===== src/rtl/common_types_pkg.sv =====
// Shared enums for the instruction/data memory arbiter.
package common_types_pkg;

    typedef enum logic [1:0] {
        IDLE = 2'd0,
        IACC = 2'd1,
        DACC = 2'd2
    } arb_state_t;

    typedef enum logic {
        INSTR = 1'b0,
        DATA  = 1'b1
    } grant_t;

    // Reset value of last_grant: the port that should NOT win the first tie.
    function automatic grant_t reset_last_grant(input bit data_first);
        return data_first ? INSTR : DATA;
    endfunction

endpackage


===== src/rtl/cpu_ram_if.sv =====
// CPU-side instruction and data port bundle seen by the memory arbiter.
interface cpu_ram_if;
    logic        iren;
    logic [31:0] iaddr;
    logic [31:0] iload;
    logic        iwait;
    logic        dren;
    logic [3:0]  dwen;
    logic [31:0] daddr;
    logic [31:0] dstore;
    logic [31:0] dload;
    logic        dwait;

    modport ram (
        input  iren, iaddr, dren, dwen, daddr, dstore,
        output iload, iwait, dload, dwait
    );

    modport cpu (
        output iren, iaddr, dren, dwen, daddr, dstore,
        input  iload, iwait, dload, dwait
    );
endinterface


===== src/rtl/memory_arbiter.sv =====
// Round-robin arbiter sharing one single-port RAM between an instruction
// and a data port; each access completes on the RAM's ready pulse.
module memory_arbiter
    import common_types_pkg::*;
#(
    parameter bit DATA_FIRST = 1'b1
) (
    input  logic        clk,
    input  logic        nrst,
    cpu_ram_if.ram      cpu,
    output logic        ram_ren,
    output logic [3:0]  ram_wen,
    output logic [31:0] ram_addr,
    output logic [31:0] ram_wdata,
    input  logic [31:0] ram_rdata,
    input  logic        ram_ready
);

    arb_state_t  state_q, state_d;
    grant_t      last_grant_q, last_grant_d;
    logic [31:0] addr_q, addr_d;
    logic [31:0] wdata_q, wdata_d;
    logic        ren_q, ren_d;
    logic [3:0]  wen_q, wen_d;
    logic [31:0] iload_q;
    logic [31:0] dload_q;

    logic ireq;
    logic dreq;
    logic grant_data;
    logic icomplete;
    logic dcomplete;
    logic dread_done;

    assign ireq = cpu.iren;
    assign dreq = cpu.dren | (|cpu.dwen);

    // Next-state and capture values; a tie goes to whichever port lost last time.
    always_comb begin
        state_d      = state_q;
        last_grant_d = last_grant_q;
        addr_d       = addr_q;
        wdata_d      = wdata_q;
        ren_d        = ren_q;
        wen_d        = wen_q;
        grant_data   = 1'b0;

        case (state_q)
            IDLE: begin
                ren_d = 1'b0;
                wen_d = 4'd0;
                if (ireq || dreq) begin
                    grant_data = dreq && (!ireq || (last_grant_q == INSTR));
                    if (grant_data) begin
                        state_d      = DACC;
                        last_grant_d = DATA;
                        addr_d       = cpu.daddr;
                        wdata_d      = cpu.dstore;
                        ren_d        = cpu.dren;
                        wen_d        = cpu.dwen;
                    end else begin
                        state_d      = IACC;
                        last_grant_d = INSTR;
                        addr_d       = cpu.iaddr;
                        wdata_d      = 32'd0;
                        ren_d        = 1'b1;
                        wen_d        = 4'd0;
                    end
                end
            end
            IACC, DACC: begin
                if (ram_ready) begin
                    state_d = IDLE;
                    ren_d   = 1'b0;
                    wen_d   = 4'd0;
                end
            end
            default: begin
                state_d = IDLE;
                ren_d   = 1'b0;
                wen_d   = 4'd0;
            end
        endcase
    end

    // A completion only counts if the requester still asks for what was captured.
    assign icomplete  = nrst && (state_q == IACC) && ram_ready && (cpu.iaddr == addr_q);
    assign dcomplete  = nrst && (state_q == DACC) && ram_ready &&
                        (cpu.daddr == addr_q) && (cpu.dwen == wen_q);
    assign dread_done = dcomplete && (wen_q == 4'd0);

    always_ff @(posedge clk) begin
        if (!nrst) begin
            state_q      <= IDLE;
            last_grant_q <= reset_last_grant(DATA_FIRST);
            addr_q       <= 32'd0;
            wdata_q      <= 32'd0;
            ren_q        <= 1'b0;
            wen_q        <= 4'd0;
            iload_q      <= 32'd0;
            dload_q      <= 32'd0;
        end else begin
            state_q      <= state_d;
            last_grant_q <= last_grant_d;
            addr_q       <= addr_d;
            wdata_q      <= wdata_d;
            ren_q        <= ren_d;
            wen_q        <= wen_d;
            if (icomplete) begin
                iload_q <= ram_rdata;
            end
            if (dread_done) begin
                dload_q <= ram_rdata;
            end
        end
    end

    always_comb begin
        cpu.iwait = !icomplete;
        cpu.dwait = !dcomplete;
        cpu.iload = icomplete ? ram_rdata : iload_q;
        cpu.dload = dread_done ? ram_rdata : dload_q;
    end

    assign ram_ren   = ren_q;
    assign ram_wen   = wen_q;
    assign ram_addr  = addr_q;
    assign ram_wdata = wdata_q;

endmodule

===== src/flat_wrapper.sv =====
// flat-port wrapper written by rule: the top's interface ports become plain ports
module memory_arbiter_flat import common_types_pkg::*;
#(
    parameter bit DATA_FIRST = 1'b1
)
  (clk, nrst, ram_ren, ram_wen, ram_addr, ram_wdata, ram_rdata, ram_ready, cpu_iren, cpu_iaddr, cpu_dren, cpu_dwen, cpu_daddr, cpu_dstore, cpu_iload, cpu_iwait, cpu_dload, cpu_dwait);
  cpu_ram_if cpu_i ();
  input  logic clk;
  input  logic nrst;
  output logic ram_ren;
  output logic [3:0] ram_wen;
  output logic [31:0] ram_addr;
  output logic [31:0] ram_wdata;
  input  logic [31:0] ram_rdata;
  input  logic ram_ready;
  input wire logic [$bits(cpu_i.iren)-1:0] cpu_iren;
  input wire logic [$bits(cpu_i.iaddr)-1:0] cpu_iaddr;
  input wire logic [$bits(cpu_i.dren)-1:0] cpu_dren;
  input wire logic [$bits(cpu_i.dwen)-1:0] cpu_dwen;
  input wire logic [$bits(cpu_i.daddr)-1:0] cpu_daddr;
  input wire logic [$bits(cpu_i.dstore)-1:0] cpu_dstore;
  output wire logic [$bits(cpu_i.iload)-1:0] cpu_iload;
  output wire logic [$bits(cpu_i.iwait)-1:0] cpu_iwait;
  output wire logic [$bits(cpu_i.dload)-1:0] cpu_dload;
  output wire logic [$bits(cpu_i.dwait)-1:0] cpu_dwait;
  assign cpu_i.iren = cpu_iren;
  assign cpu_i.iaddr = cpu_iaddr;
  assign cpu_i.dren = cpu_dren;
  assign cpu_i.dwen = cpu_dwen;
  assign cpu_i.daddr = cpu_daddr;
  assign cpu_i.dstore = cpu_dstore;
  assign cpu_iload = cpu_i.iload;
  assign cpu_iwait = cpu_i.iwait;
  assign cpu_dload = cpu_i.dload;
  assign cpu_dwait = cpu_i.dwait;
  memory_arbiter #(.DATA_FIRST(DATA_FIRST)) u_core (.clk(clk), .nrst(nrst), .cpu(cpu_i), .ram_ren(ram_ren), .ram_wen(ram_wen), .ram_addr(ram_addr), .ram_wdata(ram_wdata), .ram_rdata(ram_rdata), .ram_ready(ram_ready));
endmodule

===== config.mk =====
export PLATFORM = sky130hd
export DESIGN_NAME = memory_arbiter_flat
export DESIGN_NICKNAME = d
export VERILOG_FILES = /design/src/rtl/common_types_pkg.sv /design/src/rtl/cpu_ram_if.sv /design/src/rtl/memory_arbiter.sv /design/src/flat_wrapper.sv
export SDC_FILE = /design/constraint.sdc
export NUM_CORES = 1
export LEC_CHECK = 0
export CORE_MARGIN = 3
export CORE_UTILIZATION = 39
export DETAILED_ROUTE_END_ITERATION = 8
export PLACE_DENSITY = 0.73
export RECOVER_POWER = 25
export SETUP_SLACK_MARGIN = 0.15
export SYNTH_ARGS = -nofsm -noshare
export SYNTH_HDL_FRONTEND = slang
export SYNTH_SLANG_ARGS = --single-unit
export TNS_END_PERCENT = 30

===== constraint.sdc =====
create_clock -name clk -period 9.25 [get_ports clk]
set_input_delay 1.85 -clock clk [delete_from_list [all_inputs] [get_ports clk]]
set_output_delay 1.85 -clock clk [all_outputs]
set_load 0.02 [all_outputs]

==> impl_metrics.env <==
export IMPL_synth_fa_ha_area_share_pct=0.533
export IMPL_gp_congestion=0.884
export IMPL_swShare_pct=31.8
export IMPL_clock_skew_ps=15.1
export IMPL_drc=0
export IMPL_die_height_um=140
export IMPL_design_portCount=272
export IMPL_violations="capacitance limit, slew limit"
export IMPL_power_internal_mw=1.27
export IMPL_die_x_um=140
export IMPL_htreeDepth=4
export IMPL_diodes=0
export IMPL_wl_per_cell_um=17.3
export IMPL_clock_path_buffers=2
export IMPL_synthMuxAreaShare_pct=16.9
export IMPL_synth_compound_area_share_pct=12.3
export IMPL_cts_tree="built"
export IMPL_finalCritPeriodShare_pct=78.8
export IMPL_path_cells="clkdlybuf4s50_1 > xor2_1 > or4_4 > nor4_4 > buf_4 > and3_2 > buf_4 > o21ai_0 > clkdlybuf4s50_1"
export IMPL_wl_um=21900
export IMPL_slew_headroom_pct=-80.9
export IMPL_ys_seq_area_share_pct=38.7
export IMPL_start_kind="primary input"
export IMPL_ant_nets=0
export IMPL_critPathTopFamily="buffers and inverters"
export IMPL_worstSetupEndpointType="output pin"
export IMPL_switchingPower_mw=0.595
export IMPL_ys_types=39
export IMPL_hold_class="register to register"
export IMPL_dr_pass1_iters=6
export IMPL_clock_sinks=136
export IMPL_yosys_warnings=0
export IMPL_syn_area_per_cell_sq_um=9.00
export IMPL_final_nets=1165
export IMPL_grt_pass1_vias=6417
export IMPL_syn_area_sq_um=7040
export IMPL_most_common_layout_cells="clkdlybuf4s50_1, dfxtp_1, nand2_1"
export IMPL_instances_no_fill=1263
export IMPL_grt_pass1_wl_um=34400
export IMPL_num_rows=48
export IMPL_antenna_found_initial=0
export IMPL_worstMarginPinSlew_ps=2710
export IMPL_portBuffers=271
export IMPL_total_leakage_power_nw=4.79
export IMPL_finalSetupViolations=0
export IMPL_cp_num_buf_inv=4
export IMPL_synth_nets=922
export IMPL_area_growth_pct=48.7
export IMPL_first_iter_violations=336
export IMPL_grt_use_total_pct=21.8
export IMPL_cp_slowest_cell="and3_2"
export IMPL_crit_type="primary input to output pin"
export IMPL_finalSetupTns_ps=0
export IMPL_status="finished with violations"
export IMPL_synth_area_leaders="dfxtp_1, mux2i_1, xor2_1, nand2_1, mux2_2"
export IMPL_coreArea_sq_um=17500
export IMPL_die_area_sq_um=19700
export IMPL_fin_area_sq_um=10500
export IMPL_via_per_inst=5.16
export IMPL_crit_arrival_ps=5440
export IMPL_yosysTopAreaCellShare_pct=38.7
export IMPL_vias=6520
export IMPL_place_inst=1231
export IMPL_fmax_ghz=0.137
export IMPL_ctsHoldBuffers=0
export IMPL_synth_top_cell_by_area="dfxtp_1"
export IMPL_drive_gt1_share_pct=8.00
export IMPL_max_stage_delay_ps=810
export IMPL_overflow=0
export IMPL_total_power_mw=1.87
export IMPL_grt_setup_unrepaired="false"
export IMPL_synthArstFlopShare_pct=0
export IMPL_p_comb_share_pct=27.1
export IMPL_post_route_min_period_ps=7290
export IMPL_syn_inst=782
export IMPL_power_density_nw_per_um2=179
export IMPL_final_common_cell="clkdlybuf4s50_1"
export IMPL_cap_violations=1
export IMPL_synth_seq_cells=136
export IMPL_path_max_fanout=42
export IMPL_clkTransAtPathRegs_ps=60
export IMPL_synth_edff_count=0
export IMPL_clk_latency_ps=420
export IMPL_synth_simple_area_share_pct=17.2
export IMPL_dp_hpwl_um=15900
export IMPL_ctsResizeCount=0
export IMPL_hold_violations=0
export IMPL_p_seq_share_pct=36.7
export IMPL_numCtsBuffers=17
export IMPL_drv_slew=38
export IMPL_p_clk_share_pct=36.2
export IMPL_synth_top_family_by_area="simple AND/OR/NAND/NOR gates"
export IMPL_dpl_instance_area_sq_um=9880
export IMPL_vdd_drop_max_mv=0.121
export IMPL_initial_core_util_pct=40.3
export IMPL_synthXorXnorAreaFrac_pct=8.46
export IMPL_synthFlopType="dfxtp_1"
export IMPL_post_cts_repair_setup_buffers=0
export IMPL_grt_max_degree=81
export IMPL_critical_path_required_ps=7400
export IMPL_cts_root_buffer="clkbuf_16"
per-stage QoR:
step / util, % / hold slack, ps / worst slack, ps
after detailed placement: 56.5 / 453 / 2000
after global routing: 59.9 / 480 / 1800
after CTS: 59.9 / 461 / 1990
final: 59.9 / 459 / 1960
after global placement: 56.5 / 446 / 2020
after floorplan: - / 431 / 3660
power groups by stage:
stage               logic, mW  registers (mW)  clock network (mW)
floorplan               0.223           0.754                   0
global placement        0.517           0.699                   0
detailed placement      0.518           0.701                   0
CTS                     0.521           0.688               0.693
global route            0.542           0.695               0.717
finish                  0.506           0.686               0.676
cell usage after synthesis, drive strengths merged (19+ instances only):
cell type,n
xor2,58
o21ai,46
mux2i,73
nand4,29
dfxtp,136
buf,19
o211a,32
clkbuf,37
nand2,115
mux2,41
inv,48
nor2b,35
nor4,23
a22oi,32
routing by layer:
metal	wire length (um)	track usage (%)	vias to the layer above
li1	-	-	3212
met3	1340	4.92	33
met5	0	0	-
met2	10700	36.4	246
met1	9330	27.2	3029
met4	570	8.67	0
kinds of logic after synthesis:
| kind of cell | after synthesis |
|---|---|
| fa+ha+maj | 3 |
| buf+inv | 104 |
| xor+xnor | 68 |
| simple gates | 237 |
| flops | 136 |
| mux | 114 |
| compound gates | 120 |
final timing paths:
check / start / to / slack [ps] / cells after the start
worst max-delay path: cpu_iaddr[27] / cpu_iload[5] / 1960 / 9
worst min-delay path: u_core.iload_q[13] / u_core.iload_q[13] / 460 / 2
worst max register to register: u_core.last_grant_q / u_core.ram_wen[3] / 5800 / 6
worst min register to register: u_core.iload_q[13] / u_core.iload_q[13] / 460 / 2
final cells by class:
type	instances	area, sq um
timing repair buffer	280	2770
sequential	136	2720
multi-input combinational	542	3920
inverter	48	180
tap	225	282
fill	1587	7020
clock buffer	19	443
clock inverter	13	143
worst reg2reg max path: stages (launching register included):
cell and delay (ps):
dfxtp_1 320, a22oi_2 140, clkbuf_1 1930, and2_1 310, buf_4 370, nand3_1 120, a21boi_0 190
registers in the layout, summed over array words and instances, names as in the netlist:
| register | count |
|---|---|
| u_core.iload_q | 32 |
| u_core.state_q | 2 |
| u_core.dload_q | 32 |
| u_core.ram_ren | 1 |
| u_core.last_grant_q | 1 |
| u_core.ram_wen | 4 |
| u_core.ram_wdata | 32 |
| u_core.ram_addr | 32 |
Note: power is estimated with default switching activity, not from simulation.
